<file path="config.mk">
export PLATFORM = sky130hd
export DESIGN_NAME = mux_nx1_scan_flat
export DESIGN_NICKNAME = d
export VERILOG_FILES = /design/src/rtl/mux_nx1_scan_pkg.sv /design/src/rtl/mux_nx1_scan_if.sv /design/src/rtl/mux_nx1_scan_timer.sv /design/src/rtl/mux_nx1_scan.sv /design/src/flat_wrapper.sv
export SDC_FILE = /design/constraint.sdc
export NUM_CORES = 1
export LEC_CHECK = 0
export ABC_AREA = 1
export BUFFER_PORTS_ARGS = -buffer_cell sky130_fd_sc_hd__buf_4
export CORE_ASPECT_RATIO = 0.9
export CORE_MARGIN = 2
export CORE_UTILIZATION = 45
export CTS_CLUSTER_SIZE = 28
export DETAILED_ROUTE_END_ITERATION = 8
export PLACE_DENSITY = 0.74
export SKIP_LAST_GASP = 1
export SYNTH_ARGS = -nofsm -noshare
export SYNTH_HDL_FRONTEND = slang
export SYNTH_SLANG_ARGS = --single-unit
</file>
<file path="constraint.sdc">
create_clock -name clk -period 3.3 [get_ports clk]
set_input_delay 0.66 -clock clk [delete_from_list [all_inputs] [get_ports clk]]
set_output_delay 0.66 -clock clk [all_outputs]
set_load 0.05 [all_outputs]
</file>
<file path="src/rtl/mux_nx1_scan_pkg.sv">
// mux_pkg: encodings and helpers shared by the mux_nx1_scan slice.
//   - FSM state encodings (2-bit, legacy-compatible values)
//   - mode input constants
//   - sel_width(): select-field width for an N-channel mux (minimum 1)
package mux_pkg;

    localparam logic [1:0] ST_IDLE   = 2'd0;
    localparam logic [1:0] ST_MANUAL = 2'd1;
    localparam logic [1:0] ST_SCAN   = 2'd2;

    localparam logic MODE_MANUAL = 1'b0;
    localparam logic MODE_SCAN   = 1'b1;

    function automatic int sel_width(input int n);
        return (n > 1) ? $clog2(n) : 1;
    endfunction

endpackage

</file>
<file path="src/rtl/mux_nx1_scan_if.sv">
// mux_nx1_scan_if: channel bus of the N:1 scanning mux.
//   master (stimulus side): drives data_in, sel, mode, hold; observes outputs
//   slave  (mux side)     : consumes data_in, sel, mode, hold; drives
//                           data_out, chan_out, out_valid
// There is no ready/backpressure: out_valid=1 means data_out carries a
// sample of channel chan_out this cycle; out_valid=0 means data_out is 0
// and carries no channel (reset/idle or an out-of-range manual select).
interface mux_nx1_scan_if
    import mux_pkg::*;
#(
    parameter int WIDTH = 8,
    parameter int N     = 4
);
    localparam int SEL_W = sel_width(N);

    logic [N*WIDTH-1:0] data_in;
    logic [SEL_W-1:0]   sel;
    logic               mode;
    logic               hold;
    logic [WIDTH-1:0]   data_out;
    logic [SEL_W-1:0]   chan_out;
    logic               out_valid;

    modport master (
        output data_in, sel, mode, hold,
        input  data_out, chan_out, out_valid
    );

    modport slave (
        input  data_in, sel, mode, hold,
        output data_out, chan_out, out_valid
    );
endinterface

</file>
<file path="src/rtl/mux_nx1_scan_timer.sv">
// scan_timer: dwell counter for the scanning mux.
//   clk  : clock
//   rst  : synchronous active-high reset (count -> 0)
//   clr  : synchronous clear (count -> 0)
//   en   : count this cycle
//   wrap : high while the count sits at DWELL-1; the count returns to 0 on
//          the next enabled edge, so an enabled cycle with wrap=1 ends a dwell
module scan_timer #(
    parameter int DWELL = 4
) (
    input  logic clk,
    input  logic rst,
    input  logic clr,
    input  logic en,
    output logic wrap
);
    localparam logic [7:0] LAST = 8'(DWELL - 1);

    logic [7:0] count;

    assign wrap = (count == LAST);

    always_ff @(posedge clk) begin
        if (rst || clr) begin
            count <= '0;
        end else if (en) begin
            count <= wrap ? 8'd0 : count + 8'd1;
        end
    end
endmodule

</file>
<file path="src/rtl/mux_nx1_scan.sv">
// mux_nx1_scan: registered N:1 mux with manual select and auto-scan.
//   clk       : clock, all state on the rising edge
//   rst       : synchronous active-high reset
//   bus       : mux_nx1_scan_if.slave (data_in, sel, mode, hold in;
//               data_out, chan_out, out_valid out)
//   state_dbg : current FSM state (ST_IDLE / ST_MANUAL / ST_SCAN)
// data_out is always sampled from the channel chan_out will hold after the
// edge, so chan_out always names the channel that produced data_out.
module mux_nx1_scan
    import mux_pkg::*;
#(
    parameter int WIDTH = 8,
    parameter int N     = 4,
    parameter int DWELL = 4
) (
    input  logic             clk,
    input  logic             rst,
    mux_nx1_scan_if.slave    bus,
    output logic [1:0]       state_dbg
);
    localparam int SEL_W = sel_width(N);
    localparam logic [SEL_W-1:0] LAST_CH = SEL_W'(N - 1);

    logic [1:0]       state;
    logic [WIDTH-1:0] data_q;
    logic [SEL_W-1:0] chan_q;
    logic             valid_q;

    logic [1:0]       state_nx;
    logic [SEL_W-1:0] chan_nx;
    logic             valid_nx;
    logic             clr_nx;

    logic             sel_ok;
    logic [SEL_W-1:0] scan_start;
    logic [SEL_W-1:0] chan_adv;
    logic [SEL_W-1:0] pick_idx;
    logic [WIDTH-1:0] pick;
    logic             timer_en;
    logic             timer_clr;
    logic             wrap;

    assign sel_ok     = (32'(bus.sel) < N);
    assign scan_start = sel_ok ? bus.sel : '0;
    assign chan_adv   = (chan_q == LAST_CH) ? '0 : chan_q + SEL_W'(1);

    // The timer only runs while settled in SCAN; hold freezes it.
    assign timer_en  = (state == ST_SCAN) && (bus.mode == MODE_SCAN) && !bus.hold;
    assign timer_clr = clr_nx && !bus.hold;

    scan_timer #(.DWELL(DWELL)) u_timer (
        .clk  (clk),
        .rst  (rst),
        .clr  (timer_clr),
        .en   (timer_en),
        .wrap (wrap)
    );

    always_comb begin
        state_nx = state;
        chan_nx  = chan_q;
        valid_nx = valid_q;
        clr_nx   = 1'b1;
        case (state)
            ST_IDLE, ST_MANUAL: begin
                if (bus.mode == MODE_SCAN) begin
                    state_nx = ST_SCAN;
                    chan_nx  = scan_start;
                    valid_nx = 1'b1;
                end else begin
                    state_nx = ST_MANUAL;
                    chan_nx  = bus.sel;
                    valid_nx = sel_ok;
                end
            end
            ST_SCAN: begin
                if (bus.mode == MODE_SCAN) begin
                    clr_nx   = 1'b0;
                    chan_nx  = wrap ? chan_adv : chan_q;
                    valid_nx = 1'b1;
                end else begin
                    state_nx = ST_MANUAL;
                    chan_nx  = bus.sel;
                    valid_nx = sel_ok;
                end
            end
            default: begin
                state_nx = ST_IDLE;
                chan_nx  = '0;
                valid_nx = 1'b0;
            end
        endcase
    end

    // Single indexed part-select; out-of-range indices are steered to
    // channel 0 and then masked, so the select never reads past data_in.
    assign pick_idx = (32'(chan_nx) < N) ? chan_nx : '0;
    assign pick     = bus.data_in[int'(pick_idx) * WIDTH +: WIDTH];

    always_ff @(posedge clk) begin
        if (rst) begin
            state   <= ST_IDLE;
            data_q  <= '0;
            chan_q  <= '0;
            valid_q <= 1'b0;
        end else if (!bus.hold) begin
            state   <= state_nx;
            chan_q  <= chan_nx;
            valid_q <= valid_nx;
            data_q  <= valid_nx ? pick : '0;
        end
    end

    assign bus.data_out  = data_q;
    assign bus.chan_out  = chan_q;
    assign bus.out_valid = valid_q;
    assign state_dbg     = state;
endmodule

</file>
<file path="src/flat_wrapper.sv">
// flat-port wrapper written by rule: the top's interface ports become plain ports
module mux_nx1_scan_flat import mux_pkg::*;
#(
    parameter int WIDTH = 8,
    parameter int N     = 4,
    parameter int DWELL = 4
)
  (clk, rst, state_dbg, bus_data_in, bus_sel, bus_mode, bus_hold, bus_data_out, bus_chan_out, bus_out_valid);
  mux_nx1_scan_if #(.WIDTH(WIDTH), .N(N)) bus_i ();
  input  logic clk;
  input  logic rst;
  output logic [1:0] state_dbg;
  input wire logic [$bits(bus_i.data_in)-1:0] bus_data_in;
  input wire logic [$bits(bus_i.sel)-1:0] bus_sel;
  input wire logic [$bits(bus_i.mode)-1:0] bus_mode;
  input wire logic [$bits(bus_i.hold)-1:0] bus_hold;
  output wire logic [$bits(bus_i.data_out)-1:0] bus_data_out;
  output wire logic [$bits(bus_i.chan_out)-1:0] bus_chan_out;
  output wire logic [$bits(bus_i.out_valid)-1:0] bus_out_valid;
  assign bus_i.data_in = bus_data_in;
  assign bus_i.sel = bus_sel;
  assign bus_i.mode = bus_mode;
  assign bus_i.hold = bus_hold;
  assign bus_data_out = bus_i.data_out;
  assign bus_chan_out = bus_i.chan_out;
  assign bus_out_valid = bus_i.out_valid;
  mux_nx1_scan #(.WIDTH(WIDTH), .N(N), .DWELL(DWELL)) u_core (.clk(clk), .rst(rst), .bus(bus_i), .state_dbg(state_dbg));
endmodule
</file>
Word level (Yosys, flattened, before mapping) --
Cells that the tools add are included.
Cells by class: add/subtract/negate cells 2, equality and inequality tests 5, mux-type cells 12, shift-type cells 1, reduce and logical (&&, ||, !) cells 9, bitwise logic cells 1
Operator list (count):
- $shiftx 32x6->8 | 1
- $mux 8 | 2
- $mux 2 | 5
- $add 8x1->8 const B | 1
- $eq 8x2->1 const B | 1
- $pmux 2 s2 | 2
- $eq 2x2->1 const B | 2
- $logic_and 1x1->1 | 3
- $mux 1 | 3
- $reduce_or 3->1 | 1
- $add 2x1->2 const B | 1
- $eq 2x1->1 const B | 1
- $logic_not 2->1 | 1
- $ne 2x2->1 const B | 1
- $reduce_and 2->1 | 1
- $reduce_or 2->1 | 1
- $logic_not 1->1 | 1
- $logic_or 1x1->1 | 1
- $not 1->1 | 1
Storage, ports and cells: register bits after elaboration 21, word-level logic and storage cells 35, input port bits 38, output and inout port bits 13

Depth between registers and ports, before layout --
Gate-level depths: netlist (run 1).
depth after elaboration 7, mapped depth 13, depth with buffers taken out 12

Modules after synthesis --
Synthesis (run 1) repeated with hierarchy kept, for this count alone.
Unflattened totals: cells, all modules 237, area, all modules 1403.8 µm²
By module, submodules not included:
- mux_nx1_scan | sequential area each 260.2 µm², times used 1, area each 978.4 µm², cells an instance 174
- scan_timer | sequential area each 160.2 µm², times used 1, area each 425.4 µm², cells an instance 63

Worst setup path after synthesis (run 1) --
Ideal clock, no wire load.
path type register to register, start register u_core.state[1], in the netlist u_core.state_dbg[1], end register u_core.data_q[6], in the netlist u_core.bus.data_out[6], setup time 139 ps, path buffers 1, setup slack 1372 ps, data arrival time 1789 ps, clock period less this slack 1928 ps, data required time 3161 ps, cell stages (with the launch flop) 12, cell sequence dfxtp_1 inv_2 or2_4 nor2_8 nand3_4 nand2_4 buf_6 nand2_1 nand3_1 nand2_1 nand2_1 a21oi_2
On the way: longest elaborated chain between the ends 5, elaborated cells on any way between the ends 9, those cells by class 2 x eq/ne; 1 x shift; 3 x mux; 3 x reduce/logical
RTL lines:
- start: declaration | RTL line mux_nx1_scan.sv:24 | logic [1:0] state;
- start signal: assignment | RTL line mux_nx1_scan.sv:107 | state <= state_nx;
- $eq 2x1->1 / $logic_not 2->1 (equally long branches) | RTL line mux_nx1_scan.sv:64 | case (state)
- $reduce_or 2->1 | RTL line mux_nx1_scan.sv:64
- $pmux 2 s2 | RTL line mux_nx1_scan.sv:64
- $shiftx 32x6->8 | RTL line mux_nx1_scan.sv:98 | assign pick = bus.data_in[int'(pick_idx) * WIDTH +: WIDTH];
- $mux 8 * | RTL line mux_nx1_scan.sv:110 | data_q <= valid_nx ? pick : '0;
- end signal: assignment | RTL line mux_nx1_scan.sv:110
- end: declaration | RTL line mux_nx1_scan.sv:25 | logic [WIDTH-1:0] data_q;
Mark *: on every way between the ends. The rest lies on a longest branch, timed or not. A chain may end at the register's enable or synchronous reset.

Final worst setup path (run 1) --
start register u_core.u_timer.count[0], end register u_core.data_q[3], in the netlist u_core.bus.data_out[3]
On the way: longest elaborated chain between the ends 6
RTL lines:
- start: declaration | RTL line mux_nx1_scan_timer.sv:19 | logic [7:0] count;
- start signal: assignment | RTL line mux_nx1_scan_timer.sv:27 | count <= wrap ? 8'd0 : count + 8'd1;
- $eq 8x2->1 | RTL line mux_nx1_scan_timer.sv:21 | assign wrap = (count == LAST);
- $mux 2 | RTL line mux_nx1_scan.sv:79 | chan_nx = wrap ? chan_adv : chan_q;
- $mux 2 | RTL line mux_nx1_scan.sv:77 | if (bus.mode == MODE_SCAN) begin
- $pmux 2 s2 | RTL line mux_nx1_scan.sv:64
- $shiftx 32x6->8 | RTL line mux_nx1_scan.sv:98
- $mux 8 | RTL line mux_nx1_scan.sv:110
Every way passes these cells.

==> results.sh, run 1 <==
export IMPL_p_leak_nw=0.995
export IMPL_antenna_found_initial=0
export IMPL_critPathArrivalTime_ps=2040
export IMPL_die_y_um=57.9
export IMPL_synth_edff_count=0
export IMPL_fp_coreArea_sq_um=3070
export IMPL_peakVddDrop_uv=205
export IMPL_fillers=303
export IMPL_start_util=0.474
export IMPL_synth_area_sq_um=1450
export IMPL_grt_pass1_vias=1413
export IMPL_report_final_slew_viol_count=0
export IMPL_synth_main_ff_cell="dfxtp_1"
export IMPL_numCtsBuffers=3
export IMPL_yosys_area_top_type_share=0.289
export IMPL_placedInstanceArea_sq_um=1840
export IMPL_crit_slowest_cell="dfxtp_1"
export IMPL_tns_ps=0
export IMPL_rsz0062_at_grt="no"
export IMPL_clk_latency_ps=300
export IMPL_grtUsageTotal=0.206
export IMPL_viasPerCell=4.76
export IMPL_cpLargestDelayFamily="simple AND/OR/NAND/NOR gates"
export IMPL_dp_hpwl_um=2620
export IMPL_yosysWarnings=0
export IMPL_antenna_left=0
export IMPL_cts_repair_resized=0
export IMPL_cp_num_buf_inv=0
export IMPL_final_layout_size_suffix_gt1_frac=0.299
export IMPL_netlist_cell_type_count=31
export IMPL_design_area_sq_um=1860
export IMPL_cts_clk_slew_worst_paths_ps=110
export IMPL_syn_area_per_cell_sq_um=6.43
export IMPL_clkSinkCount=21
export IMPL_cpMostUsedCell="nand2_1"
export IMPL_grt_max_degree=18
export IMPL_pwr_density_cell_nw_per_um2=315
export IMPL_route_detailed_drc=0
export IMPL_min_period_ps=1840
export IMPL_overflow=0
export IMPL_cp_required_ps=3500
export IMPL_synth_common_cells="nand2_1 (60), inv_1 (45), nand3_1 (36)"
export IMPL_ios=51
export IMPL_fin_skew_ps=4.23
export IMPL_synthesis_nets=266
export IMPL_firstDrtPassIters=4
export IMPL_cp_cell_sequence="ha_1 -> nand2_1 -> nor2_1 -> nand2_1 -> nand2_1 -> nand3_4 -> nand2_4 -> nand2_1 -> nand3_1 -> nand2_1 -> nand2_1 -> a21oi_2"
export IMPL_worst_hold_path_type="reg2reg"
export IMPL_yosysTopAreaCell="dfxtp_1"
export IMPL_die_area_sq_um=3700
export IMPL_synth_seq_cells=21
export IMPL_grt_pass1_wl_um=6070
export IMPL_cp_end_kind="flip-flop"
export IMPL_routedWlPerCell_um=10.7
export IMPL_routed_via_count=1503
export IMPL_postCtsSetupRepairBufs=0
export IMPL_max_slew_margin=0.688
export IMPL_cts_htree_levels=1
export IMPL_holdWs_ps=469
export IMPL_rows=19
export IMPL_max_cap_violations=0
export IMPL_clock_path_buffers=2
export IMPL_root_buffer="clkbuf_4"
export IMPL_drtIter0Drc=73
export IMPL_worst_path_max_fanout=17
export IMPL_drt_wl_total_um=3380
export IMPL_run_status="finished, final reports clean"
export IMPL_hold_violations=0
export IMPL_holdBufCountCts=0
export IMPL_globalplace_congestion=0.801
export IMPL_ys_top_cells_by_area="dfxtp_1 (29%), nand2_1 (16%), nand3_1 (12%), inv_1 (12%), a21oi_2 (4.8%)"
export IMPL_seq_area_frac_synth=0.289
export IMPL_n_antenna_cell=0
export IMPL_synth_most_common_cell="nand2_1"
export IMPL_finalSetupViolations=0
export IMPL_cp_start_kind="flip-flop"
export IMPL_postSynthCellCount=226
export IMPL_fmax_mhz=542
export IMPL_portBuffers=50
export IMPL_worstMarginPinSlew_ps=466
export IMPL_max_stage_delay_ps=390
export IMPL_fin_crit_sh=0.559
export IMPL_layout_area_overhead_vs_synth_pct=28.2
export IMPL_fin_nets=315
export IMPL_path_class="reg2reg"
export IMPL_synthArstFlopShare=0
export IMPL_die_w_um=63.9
export IMPL_tritoncts="yes"
-- through the flow --
stage                util  power, mW  std cells  setup slack [ps]
floorplan               -      0.407        226              1370
global placement    0.599      0.471        312              1420
detailed placement  0.599      0.473        312              1380
CTS                 0.607      0.594        316              1450
global route        0.607      0.632        316              1250
finish              0.607      0.587        316              1460
-- cell families after synthesis --
kind of cell	after synthesis	share of synthesized area
AO/OA/AOI/OAI	29	0.136
XOR/XNOR	1	0.00603
adder cells (fa/ha/maj)	2	0.0172
buffers and inverters	57	0.163
flip-flops	21	0.289
AND/OR/NAND/NOR	116	0.388
-- final timing paths --
kind | from | to | slack, ps | depth (start not counted)
setup / recovery | u_core.u_timer.count[0] | u_core.bus.data_out[3] | 1460 | 12
hold / removal | u_core.u_timer.count[7] | u_core.u_timer.count[7] | 470 | 1
setup reg to reg | u_core.u_timer.count[0] | u_core.bus.data_out[3] | 1460 | 12
hold reg to reg | u_core.u_timer.count[7] | u_core.u_timer.count[7] | 470 | 1
-- flip-flops by register name, summed over array words and instances, names as in the netlist --
name / cells
u_core.bus.chan_out: 2
u_core.bus.data_out: 8
u_core.bus.out_valid: 1
u_core.state_dbg: 2
u_core.u_timer.count: 8
-- layout make-up --
| cell class | count | area (sq um) | area share |
|---|---|---|---|
| multi-input cells | 148 | 796 | 0.427 |
| flip-flops and latches | 21 | 420 | 0.226 |
| repair buffers | 50 | 375 | 0.202 |
| inverters | 51 | 191 | 0.103 |
| well taps | 42 | 52.6 | 0.0282 |
| clock buffers | 4 | 26.3 | 0.0141 |
-- worst register-to-register path: stages, from the launching register on --
cell,delay [ps]
dfxtp_1,390
ha_1,210
nand2_1,70
nor2_1,100
nand2_1,100
nand2_1,110
nand3_4,190
nand2_4,240
nand2_1,90
nand3_1,80
nand2_1,50
nand2_1,70
a21oi_2,60
-- cells in the final DEF, fill, tap and decap left out, types with 2 or more instances in the layout --
cell type | netlist | layout
inv_2 | 5 | 5
nand3_1 | 36 | 36
nor2_1 | 4 | 4
ha_1 | 2 | 2
a21oi_1 | 10 | 10
nor2_2 | 5 | 5
buf_4 | 0 | 50
nand2_1 | 60 | 60
o21ai_0 | 5 | 5
or2_2 | 2 | 2
inv_1 | 45 | 45
dfxtp_1 | 21 | 21
nand2_4 | 2 | 2
a21oi_2 | 8 | 8
clkbuf_4 | 0 | 3
-- layer usage --
metal / vias up / track usage / routed length, um / share of wire
li1: 800 / - / - / -
met1: 664 / 0.279 / 1610 / 0.48
met2: 35 / 0.333 / 1580 / 0.47
met3: 4 / 0.0466 / 157 / 0.046
met4: 0 / 0.0528 / 25 / 0.0074
met5: - / 0 / 0 / 0
-- power breakdown --
part | switching (mW) | internal, mW
clock | 0.0723 | 0.0471
combinational | 0.116 | 0.0769
sequential | 0.00861 | 0.266
(Power assumes the default switching activity.)
==> run 2: changes to the inputs <==
PLACE_DENSITY = 0.77   (was 0.74)
clock period = 1.6 ns   (was 3.3 ns; I/O delays follow)
==> run 2 against run 1 <==
  * Register-to-register slack worse by 1400 ps
  * Combinational power up 120%
  * Clock skew up 4.5 ps
  * Critical endpoint is now u_core.bus.data_out[2]
  * Utilization up 6.8 points
  * Non-clock buffer count up 11
  * Critical path type unchanged
  * Via count up 6.0%
  * Highest routed layer unchanged
  * Critical path depth down 2
  * Wire length up 4.3%
==> results.sh, run 2 (synthesis results as in run 1) <==
export IMPL_cp_cell_sequence="inv_4 -> or2_4 -> nor2_8 -> nand3_1 -> nand2_2 -> buf_6 -> nand3_1 -> nand2_1 -> nand2_1 -> a21oi_2"
export IMPL_crit_slowest_cell="dfxtp_4"
export IMPL_overflow=0
export IMPL_rows=19
export IMPL_worst_path_max_fanout=4
export IMPL_grt_pass1_wl_um=5980
export IMPL_die_y_um=57.9
export IMPL_hold_violations=0
export IMPL_tns_ps=0
export IMPL_cts_htree_levels=1
export IMPL_finalSetupViolations=0
export IMPL_die_area_sq_um=3700
export IMPL_routedWlPerCell_um=10.8
export IMPL_fin_ws_ps=12.5
export IMPL_pwr_density_cell_nw_per_um2=609
export IMPL_firstDrtPassIters=5
export IMPL_peakVddDrop_uv=463
export IMPL_clk_latency_ps=310
export IMPL_route_detailed_drc=0
export IMPL_max_stage_delay_ps=390
export IMPL_min_period_ps=1590
export IMPL_fmax_mhz=630
export IMPL_fin_crit_sh=0.992
export IMPL_dp_hpwl_um=2610
export IMPL_r2r_slack_ps=10
export IMPL_p_leak_nw=1.10
export IMPL_portBuffers=50
export IMPL_layout_area_overhead_vs_synth_pct=42.5
export IMPL_final_cell_mix="nand2_1 (57), buf_4 (57), inv_1 (44)"
export IMPL_drtIter0Drc=62
export IMPL_fin_skew_ps=8.72
export IMPL_cp_required_ps=1850
export IMPL_place_ws_ps=-0.840
export IMPL_cp_num_buf_inv=2
export IMPL_routed_via_count=1593
export IMPL_max_cap_violations=0
export IMPL_antenna_found_initial=0
export IMPL_numCtsBuffers=3
export IMPL_rsz0062_at_grt="yes"
export IMPL_grt_pass1_vias=1426
export IMPL_report_final_slew_viol_count=0
export IMPL_clock_path_buffers=2
export IMPL_holdBufCountCts=0
export IMPL_cp_start_kind="flip-flop"
export IMPL_viasPerCell=4.87
export IMPL_critPathArrivalTime_ps=1840
export IMPL_die_w_um=63.9
export IMPL_run_status="finished, final reports clean"
export IMPL_globalplace_congestion=0.815
export IMPL_worst_hold_path_type="in2reg"
export IMPL_final_layout_size_suffix_gt1_frac=0.375
export IMPL_ios=51
export IMPL_fp_coreArea_sq_um=3070
export IMPL_tritoncts="yes"
export IMPL_root_buffer="clkbuf_4"
export IMPL_clkSinkCount=21
export IMPL_fin_nets=326
export IMPL_cpLargestDelayFamily="simple AND/OR/NAND/NOR gates"
export IMPL_start_util=0.474
export IMPL_grtUsageTotal=0.201
export IMPL_path_class="reg2reg"
export IMPL_cts_clk_slew_worst_paths_ps=120
export IMPL_max_slew_margin=0.807
export IMPL_grt_max_degree=18
export IMPL_antenna_left=0
export IMPL_worstMarginPinSlew_ps=288
export IMPL_drt_wl_total_um=3520
export IMPL_n_antenna_cell=0
export IMPL_cp_end_kind="flip-flop"
## run 2: cell count changes in the layout (fill, tap and decap cells not counted), moves of 3 or more
cell and delta:
buf_4 +7, dfxtp_4 +3, dfxtp_2 +3, nor2_2 -4, dfxtp_1 -6, nor2_4 +4
nand2_1 -3
## run 2: area by class of cell
class | instances | area [sq um]
clock buffer | 3 | 22.5
clock inverter | 1 | 5.00
fill | 261 | 997
inverter | 51 | 196
multi-input combinational | 148 | 867
sequential | 21 | 435
tap | 42 | 52.6
timing repair buffer | 61 | 490
## run 2: repair_timing
item                                    CTS  global route
buffers inserted                          0             1
pin swaps                                 1             8
resized for setup                         5            14
hold endpoints to repair                  0             0
endpoints found under the setup margin    8            13
## run 2: power by group
group          internal (mW)  switching, mW  leakage [nW]
clock network         0.0934          0.167        0.0177
logic                  0.186          0.247         0.906
registers              0.548         0.0200         0.175
total                  0.827          0.434          1.10
## run 2: final timing paths
check,startpoint,end,cells after the start
worst max-delay path,u_core.state_dbg[1],u_core.bus.data_out[2],10
worst min-delay path,bus_mode,u_core.state_dbg[1],3
worst max register to register,u_core.state_dbg[1],u_core.bus.data_out[2],10
worst min register to register,u_core.u_timer.count[7],u_core.u_timer.count[7],1
## run 2: metal layers
layer  GRT usage  vias up  wire length (um)  part of all wire
met3      0.0466        4               197             0.056
met1       0.241      714              1530              0.43
li1            -      829                 -                 -
met2       0.363       46              1750              0.50
met4      0.0528        0                38             0.011
met5           0        -                 0                 0
## run 2: worst register-to-register path, delay by kind of cell, from the launching register on
| family | cells | cell delay, ps |
|---|---|---|
| and+or+nand+nor | 7 | 850 |
| DFF | 1 | 390 |
| buffers and inverters | 2 | 170 |
| AOI/OAI and AO/OA | 1 | 120 |
## run 2: metrics by stage
stage,total power [mW],area (sq um),util,cells,hold slack [ps]
after floorplan,0.844,1490,-,226,382
after global placement,0.999,1970,0.643,322,441
after detailed placement,1.00,1970,0.643,322,446
after CTS,1.27,2010,0.656,326,270
after global routing,1.33,2070,0.675,327,279
final,1.26,2070,0.675,327,281
